### config.mk
export PLATFORM = sky130hd
export DESIGN_NAME = instmem_loader
export DESIGN_NICKNAME = d
export VERILOG_FILES = /design/src/rtl/instmem_loader.sv
export SDC_FILE = /design/constraint.sdc
export NUM_CORES = 1
export LEC_CHECK = 0
export ABC_AREA = 1
export ABC_CLOCK_PERIOD_IN_PS = 1950
export BUFFER_PORTS_ARGS = -buffer_cell sky130_fd_sc_hd__buf_2
export CAP_MARGIN = 5
export CORE_ASPECT_RATIO = 2
export CORE_MARGIN = 3
export CORE_UTILIZATION = 40
export DETAILED_ROUTE_END_ITERATION = 12
export PLACE_DENSITY = 0.69
export SLEW_MARGIN = 20
export SYNTH_ARGS = -nofsm -noshare
export SYNTH_HDL_FRONTEND = slang
export SYNTH_SLANG_ARGS = --single-unit
### constraint.sdc
create_clock -name clk -period 1.95 [get_ports clk]
set_clock_uncertainty 0.1 [all_clocks]
set_input_delay 0.585 -clock clk [delete_from_list [all_inputs] [get_ports clk]]
set_output_delay 0.585 -clock clk [all_outputs]
set_load 0.005 [all_outputs]
### src/rtl/instmem_loader.sv
// Byte-stream program loader: takes a 16-bit big-endian length header, then writes
// payload bytes sequentially from BASE_ADDR, zero-padding to a word boundary.
module instmem_loader #(
  parameter int          ADDR_WIDTH    = 12,
  parameter int          STORAGE_WIDTH = 8,
  parameter logic [31:0] BASE_ADDR     = 32'hBFC00000
) (
  input  logic                     clk,
  input  logic                     rst,
  input  logic                     start,
  input  logic                     in_valid,
  input  logic [STORAGE_WIDTH-1:0] in_data,
  output logic                     in_ready,
  output logic                     mem_we,
  output logic [31:0]              mem_addr,
  output logic [STORAGE_WIDTH-1:0] mem_wdata,
  output logic                     busy,
  output logic                     done,
  output logic                     error,
  output logic                     cpu_rst,
  output logic [2:0]               dbg_state
);

  // Stream handshake: a byte moves on a rising edge where in_valid & in_ready;
  // in_ready depends only on the state, never on in_valid.

  localparam logic [2:0] S_IDLE   = 3'd0;
  localparam logic [2:0] S_LEN_HI = 3'd1;
  localparam logic [2:0] S_LEN_LO = 3'd2;
  localparam logic [2:0] S_DATA   = 3'd3;
  localparam logic [2:0] S_PAD    = 3'd4;
  localparam logic [2:0] S_DONE   = 3'd5;
  localparam logic [2:0] S_ERR    = 3'd6;

  localparam int          IW  = ADDR_WIDTH + 1;
  localparam logic [16:0] CAP = 17'(1) << ADDR_WIDTH;

  logic [2:0]               r_state;
  logic [IW-1:0]            r_idx;
  logic [15:0]              r_len;
  logic                     r_mem_we;
  logic [31:0]              r_mem_addr;
  logic [STORAGE_WIDTH-1:0] r_mem_wdata;

  logic [IW-1:0]            w_idx_next;
  logic [15:0]              w_len_full;
  logic [31:0]              w_idx_addr;
  logic                     w_xfer;
  logic                     w_last_data;

  assign w_idx_next  = r_idx + IW'(1);
  assign w_len_full  = {r_len[15:8], in_data[7:0]};
  // idx never exceeds the capacity, so only its low bits form the offset.
  assign w_idx_addr  = BASE_ADDR + 32'(r_idx[ADDR_WIDTH-1:0]);
  assign w_xfer      = in_valid && in_ready;
  assign w_last_data = (17'(w_idx_next) == 17'(r_len));

  always_ff @(posedge clk or posedge rst) begin
    if (rst) begin
      r_state     <= S_IDLE;
      r_idx       <= '0;
      r_len       <= '0;
      r_mem_we    <= 1'b0;
      r_mem_addr  <= BASE_ADDR;
      r_mem_wdata <= '0;
    end else begin
      r_mem_we <= 1'b0;
      case (r_state)
        S_IDLE, S_DONE, S_ERR: begin
          if (start) r_state <= S_LEN_HI;
        end
        S_LEN_HI: begin
          if (w_xfer) begin
            r_len[15:8] <= in_data[7:0];
            r_state     <= S_LEN_LO;
          end
        end
        S_LEN_LO: begin
          if (w_xfer) begin
            r_len[7:0] <= in_data[7:0];
            r_idx      <= '0;
            if (w_len_full == 16'd0)             r_state <= S_DONE;
            else if (17'(w_len_full) > CAP)      r_state <= S_ERR;
            else                                 r_state <= S_DATA;
          end
        end
        S_DATA: begin
          if (w_xfer) begin
            r_mem_we    <= 1'b1;
            r_mem_addr  <= w_idx_addr;
            r_mem_wdata <= in_data;
            r_idx       <= w_idx_next;
            if (w_last_data) r_state <= (r_len[1:0] == 2'b00) ? S_DONE : S_PAD;
          end
        end
        S_PAD: begin
          r_mem_we    <= 1'b1;
          r_mem_addr  <= w_idx_addr;
          r_mem_wdata <= '0;
          r_idx       <= w_idx_next;
          if (w_idx_next[1:0] == 2'b00) r_state <= S_DONE;
        end
        default: r_state <= S_IDLE;
      endcase
    end
  end

  assign in_ready  = (r_state == S_LEN_HI) || (r_state == S_LEN_LO) || (r_state == S_DATA);
  assign busy      = in_ready || (r_state == S_PAD);
  assign done      = (r_state == S_DONE);
  assign error     = (r_state == S_ERR);
  assign cpu_rst   = (r_state != S_DONE);
  assign mem_we    = r_mem_we;
  assign mem_addr  = r_mem_addr;
  assign mem_wdata = r_mem_wdata;
  assign dbg_state = r_state;

endmodule
Yosys cells after proc, flatten, opt, wreduce, memory -nomap -nowiden
Cells that the tools add are included.
- output and inout port bits: 49
- word-level logic and storage cells: 59
- register bits: 73
- bits of input ports: 12
- muxes and demuxes: 19
- $lt $le $gt $ge: 1
- reductions and logical operators: 16
- eq/ne operators: 14
- $add $sub $neg: 2
- operators with widths (kind ; count):
    $pmux W32 S2 ; 1
    $pmux W13 S3 ; 1
    $add A32 B12 Y32 const A ; 1
    $mux W32 ; 1
    $mux W13 ; 2
    $mux W3 ; 8
    $eq A13 B16 Y1 ; 1
    $gt A16 B13 Y1 const B ; 1
    $logic_not A16 Y1 ; 1
    $pmux W8 S2 ; 1
    $pmux W3 S5 ; 1
    $add A13 B1 Y13 const B ; 1
    $ne A2 B2 Y1 const B ; 6
    $eq A3 B3 Y1 const B ; 3
    $mux W8 ; 1
    $eq A3 B2 Y1 const B ; 2
    $reduce_and A2 Y1 ; 3
    $reduce_and A6 Y1 ; 1
    $logic_not A2 Y1 ; 2
    $eq A3 B1 Y1 const B ; 1
    $logic_not A3 Y1 ; 1
    $logic_or A1 B1 Y1 ; 3
    $ne A3 B3 Y1 const B ; 1
    $reduce_and A3 Y1 ; 1
    6 further kinds ; 7

Depth between registers and ports, before layout
- depth after elaboration: 6
- depth in mapped cells: 16
- gate-level depth less buffers: 16

Worst setup path before layout
Ideal clock, no wire load.
- path kind: reg2reg
- from: register r_idx[0]
- to: register r_state[2], in the netlist dbg_state[2]
- path slack: 0.133 ns
- cell stages (with the launch flop): 17
- arrival: 1.600 ns
- library setup time: 0.117 ns
- clock period less this slack: 1.817 ns
- buffers on the path: 0
- data required time: 1.733 ns
- cell sequence: dfrtp_1 > ha_1 > nand2_2 > nor2_4 > nand2_1 > nand2_1 > nand2_1 > nand2_1 > nand2_1 > nor2_1 > nand2_1 > nor2_2 > nand2_1 > nand2_2 > nand2_2 > nand2_1 > nand2_1
- cells in the longest elaborated chain, start to end: 4
- elaborated cells on any way between the ends: 6
- classes of those cells: add/sub (1); eq/ne (3); reduce/logical (2)
- RTL lines (what ; RTL line ; source):
    start: declaration ; 39 ; logic [IW-1:0] r_idx;
    start signal: assignment ; 92 ; r_idx <= w_idx_next;
    start signal: assignment ; 100 ; r_idx <= w_idx_next;
    $add A13 B1 Y13 (*) ; 51 ; assign w_idx_next = r_idx + IW'(1);
    $eq A13 B16 Y1 or $logic_not A2 Y1 (tied branches) ; 56, 101 ;
    $ne A2 B2 Y1 (no line) ; -- ;
    $reduce_and A6 Y1 (no line) (*) ; -- ;
    end signal: assignment ; 93 ; if (w_last_data) r_state <= (r_len[1:0] == 2'b00) ? S_DONE : S_PAD;
    end: declaration ; 38 ; logic [2:0] r_state;
Every way passes the cells marked *; elsewhere a longest branch is shown, timed or not.
A chain may end at the register's enable or synchronous reset.

Worst setup path after layout
- from: register r_idx[0]
- to: register r_state[1], in the netlist dbg_state[1]
Same word-level chain as after synthesis.

==> results by group <==
Synth
  – Avg Cell Area, Syn: approximately 7.8 sq um
  – Yosys warns: 0
  – Yosys top cell area share: between 40% and 50%
  – Yosys reg bits: 53
  – Biggest area consumer among synthesized cells: dfrtp_1
  – Cell variety after synth: 29
  – Register area share after synthesis: between 40% and 50%
  – Mapped Area: between 2000 and 3000 sq um
  – Cell count after synthesis: approximately 370
  – Area contributors post-synth: dfrtp_1 46%, nand2_1 15%, inv_1 5.6%

Worst setup path
  – Reg2reg path depth: 14
  – Stages on worst setup path: 14
  – Slowest Stage Delay on Critical Path: 0.41 ns
  – Crit-path max FO: 8
  – Largest delay share family, worst path: simple AND/OR/NAND/NOR gates
  – CP Launch Type: flop
  – Buf/Inv on CP: 2
  – Worst EP required: between 2 and 2.5 ns
  – Critical path class: flop to flop
  – CP Capture Type: flop
  – Crit-path cells: buf_6, inv_1, nor2_4, nand4_1, nand2_1, nand2_1, nand2_1, nand2_1, nor2_2, nand2_2, nand2_4, nand2_4, nand2_1, nand2_1
  – CP arrival: roughly 2.1 ns
  – CP dominant cell by count: nand2_1
  – CP max stage cell: dfrtp_1

Finish
  – Final Instance Area: 3550 sq um
  – Reg area: 1326 sq um
  – Core Util, Final: slightly above 50%
  – Fillers: about 670
  – Share of layout cells above drive strength 1: a little under a quarter
  – Multi-input gate area: around 1300 sq um
  – Area delta synth->final: 23.29%
  – Final nets: 446
  – Antenna diodes: 0

Clocking
  – Worst-Skew Late Latency: ~0.30 ns
  – H-Tree Depth: 2
  – Num CTS Buffers: 5
  – Root buffer cell: clkbuf_16
  – Clock net sink count: 53
  – Cts hold-fix bufs: 0
  – Longest Clk Path Bufs: 2
  – Clk slew on worst S/H paths: 0.07 ns
  – CTS tree: built

STA
  – RSZ-0062 raised after global routing: yes
  – Final min period: 1.998 ns
  – Relative slew slack: a little under three fifths
  – Tcrit/Tclk final: 102.4%
  – Final setup violation count: 3
  – Final setup margin: -0.04762 ns
  – Pins Over Slew Limit: 0
  – FMAX: around 500 MHz
  – Final Hold Viols: 0
  – Worst-Margin Slew: between 0.6 and 0.7 ns
  – Hold WS: around 0.23 ns
  – Setup Total Neg Slack: -0.1385 ns

Run
  – Max Cap Viol: 0

Floorplan
  – Core footprint: between 6000 and 7000 sq um
  – # rows: 43
  – Die Ht: between 100 and 150 um
  – Chip width: ~66 um
  – Initial Util: approximately two fifths
  – Total Die Area: between 8000 and 9000 sq um
  – Ports: 61

Placement
  – Area after DPL: about 3300 sq um
  – DP HPWL: approximately 4900 um
  – Routability cong.: around 0.80
  – PortBufs: 40

Power and ir drop
  – Leak pwr: ~1.8 nW
  – Peak supply drop: just over 0.0009 V
  – Total power: ~0.0055 W
  – Power per cell area: about 1600 nW/um^2

Drt
  – Residual DRC: 0
  – WL/cell: around 13 um
  – Pre-antenna DRT Iters: 5
  – Wirelength, routed: approximately 6700 um
  – Vias per cell: between 4 and 5
  – Drt initial violations: 140
  – Vias: 2,541
  – DRT antenna net count: 0

Global route
  – Grt ovf: 0
  – Vias in the first global route: approximately 2,400
  – Tot GR Track Use: between 10% and 20%
  – Pin count of the biggest net entering global routing: 54
  – Initial antenna violation count: 0
  – First-pass GRT wire length: ~11,000 um

Worst hold path
  – Hold Crit Class: input pin to async pin

Run status
  – Status: complete, but fails checks
  – Failing checks: negative setup slack
==> power by group <==
| part | internal, W | switching, W |
|---|---|---|
| Combinational | 0.00103 | 0.00145 |
| Clock | 0.000733 | 0.000402 |
| Sequential | 0.00155 | 0.000340 |
| Total | 0.00332 | 0.00219 |
==> synthesized netlist by cell type <==
| cell type | instances |
|---|---|
| a211oi_1 | 1 |
| a21oi_1 | 1 |
| a31oi_1 | 1 |
| buf_2 | 5 |
| buf_4 | 20 |
| buf_6 | 1 |
| clkbuf_1 | 2 |
| conb_1 | 2 |
| dfrtp_1 | 53 |
| ha_1 | 2 |
| inv_1 | 43 |
| inv_2 | 1 |
| nand2_1 | 115 |
| nand2_2 | 4 |
| nand3_1 | 22 |
| nand3b_1 | 8 |
| nand4_1 | 7 |
| nor2_1 | 20 |
| nor2_2 | 3 |
| nor2_4 | 5 |
| nor4_1 | 1 |
| o211ai_1 | 1 |
| o21ai_0 | 24 |
| o21ai_1 | 6 |
| o21bai_1 | 1 |
| o22ai_1 | 12 |
| o31ai_1 | 8 |
| or2_0 | 1 |
| xor2_1 | 1 |
==> layer usage <==
layer / wire length [um] / share of wire [%] / vias to the layer above / GRT usage (%)
met3: 287 / 4.3 / 16 / 3.211
met1: 2491 / 37 / 1174 / 17.42
met5: 0 / 0 / - / 0
li1: - / - / 1278 / -
met4: 266 / 4.0 / 0 / 8.383
met2: 3619 / 54 / 73 / 31.18
==> metrics by stage <==
| stage | setup slack (ns) | std cells |
|---|---|---|
| 2_1_floorplan | 0.1327 | 389 |
| 3_3_place_gp | -0.07760 | 513 |
| 3_5_place_dp | -0.09663 | 513 |
| 4_1_cts | -0.05732 | 522 |
| 5_1_grt | -0.2381 | 523 |
| 6_report | -0.04762 | 523 |
==> tightest hold or removal path: stages <==
cell and delay [ns]:
buf_2 0.11, clkinvlp_4 0.07, buf_12 0.25
==> final cells by class <==
class                   count  share of cell area (%)
multi-input cells         264                   37.61
flip-flops and latches     53                   37.36
repair buffers             64                   11.74
inverters                  44                   4.759
clock buffers               5                   3.525
well taps                  90                   3.172
clock inverters             3                   1.833
==> logic make-up after synthesis <==
family / count (synthesis) / synth area share [%]
AND/OR/NAND/NOR: 186 / 28.94
buffers and inverters: 72 / 12.47
AO/OA/AOI/OAI: 55 / 11.08
flip-flops: 53 / 46.07
adder cells (fa/ha/maj): 2 / 0.8690
other: 2 / 0.2609
XOR/XNOR: 1 / 0.3043
==> path summary, 6_finish.rpt <==
path | start | end | slack [ns]
worst max register to register | r_idx[0] | dbg_state[1] | -0.05
max in group asynchronous | rst | r_idx[3] | 1.26
min in group clk | mem_addr[6] | mem_addr[6] | 0.38
worst min-delay path | rst | mem_addr[9] | 0.23
worst min register to register | mem_addr[6] | mem_addr[6] | 0.38
worst max-delay path | r_idx[0] | dbg_state[1] | -0.05
==> repair_timing <==
item,in CTS,in global routing
resized for setup,12,13
pin swaps,7,7
buffers inserted,1,2
hold endpoints to repair,0,0
setup endpoints to repair,18,8
cloned,0,0
==> registers in the layout, indices dropped and copies added, names as in the netlist <==
signal     count
mem_we         1
mem_wdata      8
r_idx         13
dbg_state      3
r_len         16
mem_addr      12
==> layout by cell type, fill, tap and decap left out, types with 2 or more instances in the layout <==
cell and n:
inv_2 4, nand3_1 21, nor2_2 5, inv_1 39, buf_2 40, dfrtp_1 53, nand2_2 8, nor2_1 17
nor2_4 6, conb_1 20, buf_12 2, bufinv_16 2, o22ai_1 12, buf_6 3, nand2_1 107, buf_4 19
clkbuf_16 5, o21ai_1 6, nand4_1 7, nand3b_1 8, o21ai_0 24, o31ai_1 8, nand2_4 4
(Power assumes the default switching activity.)
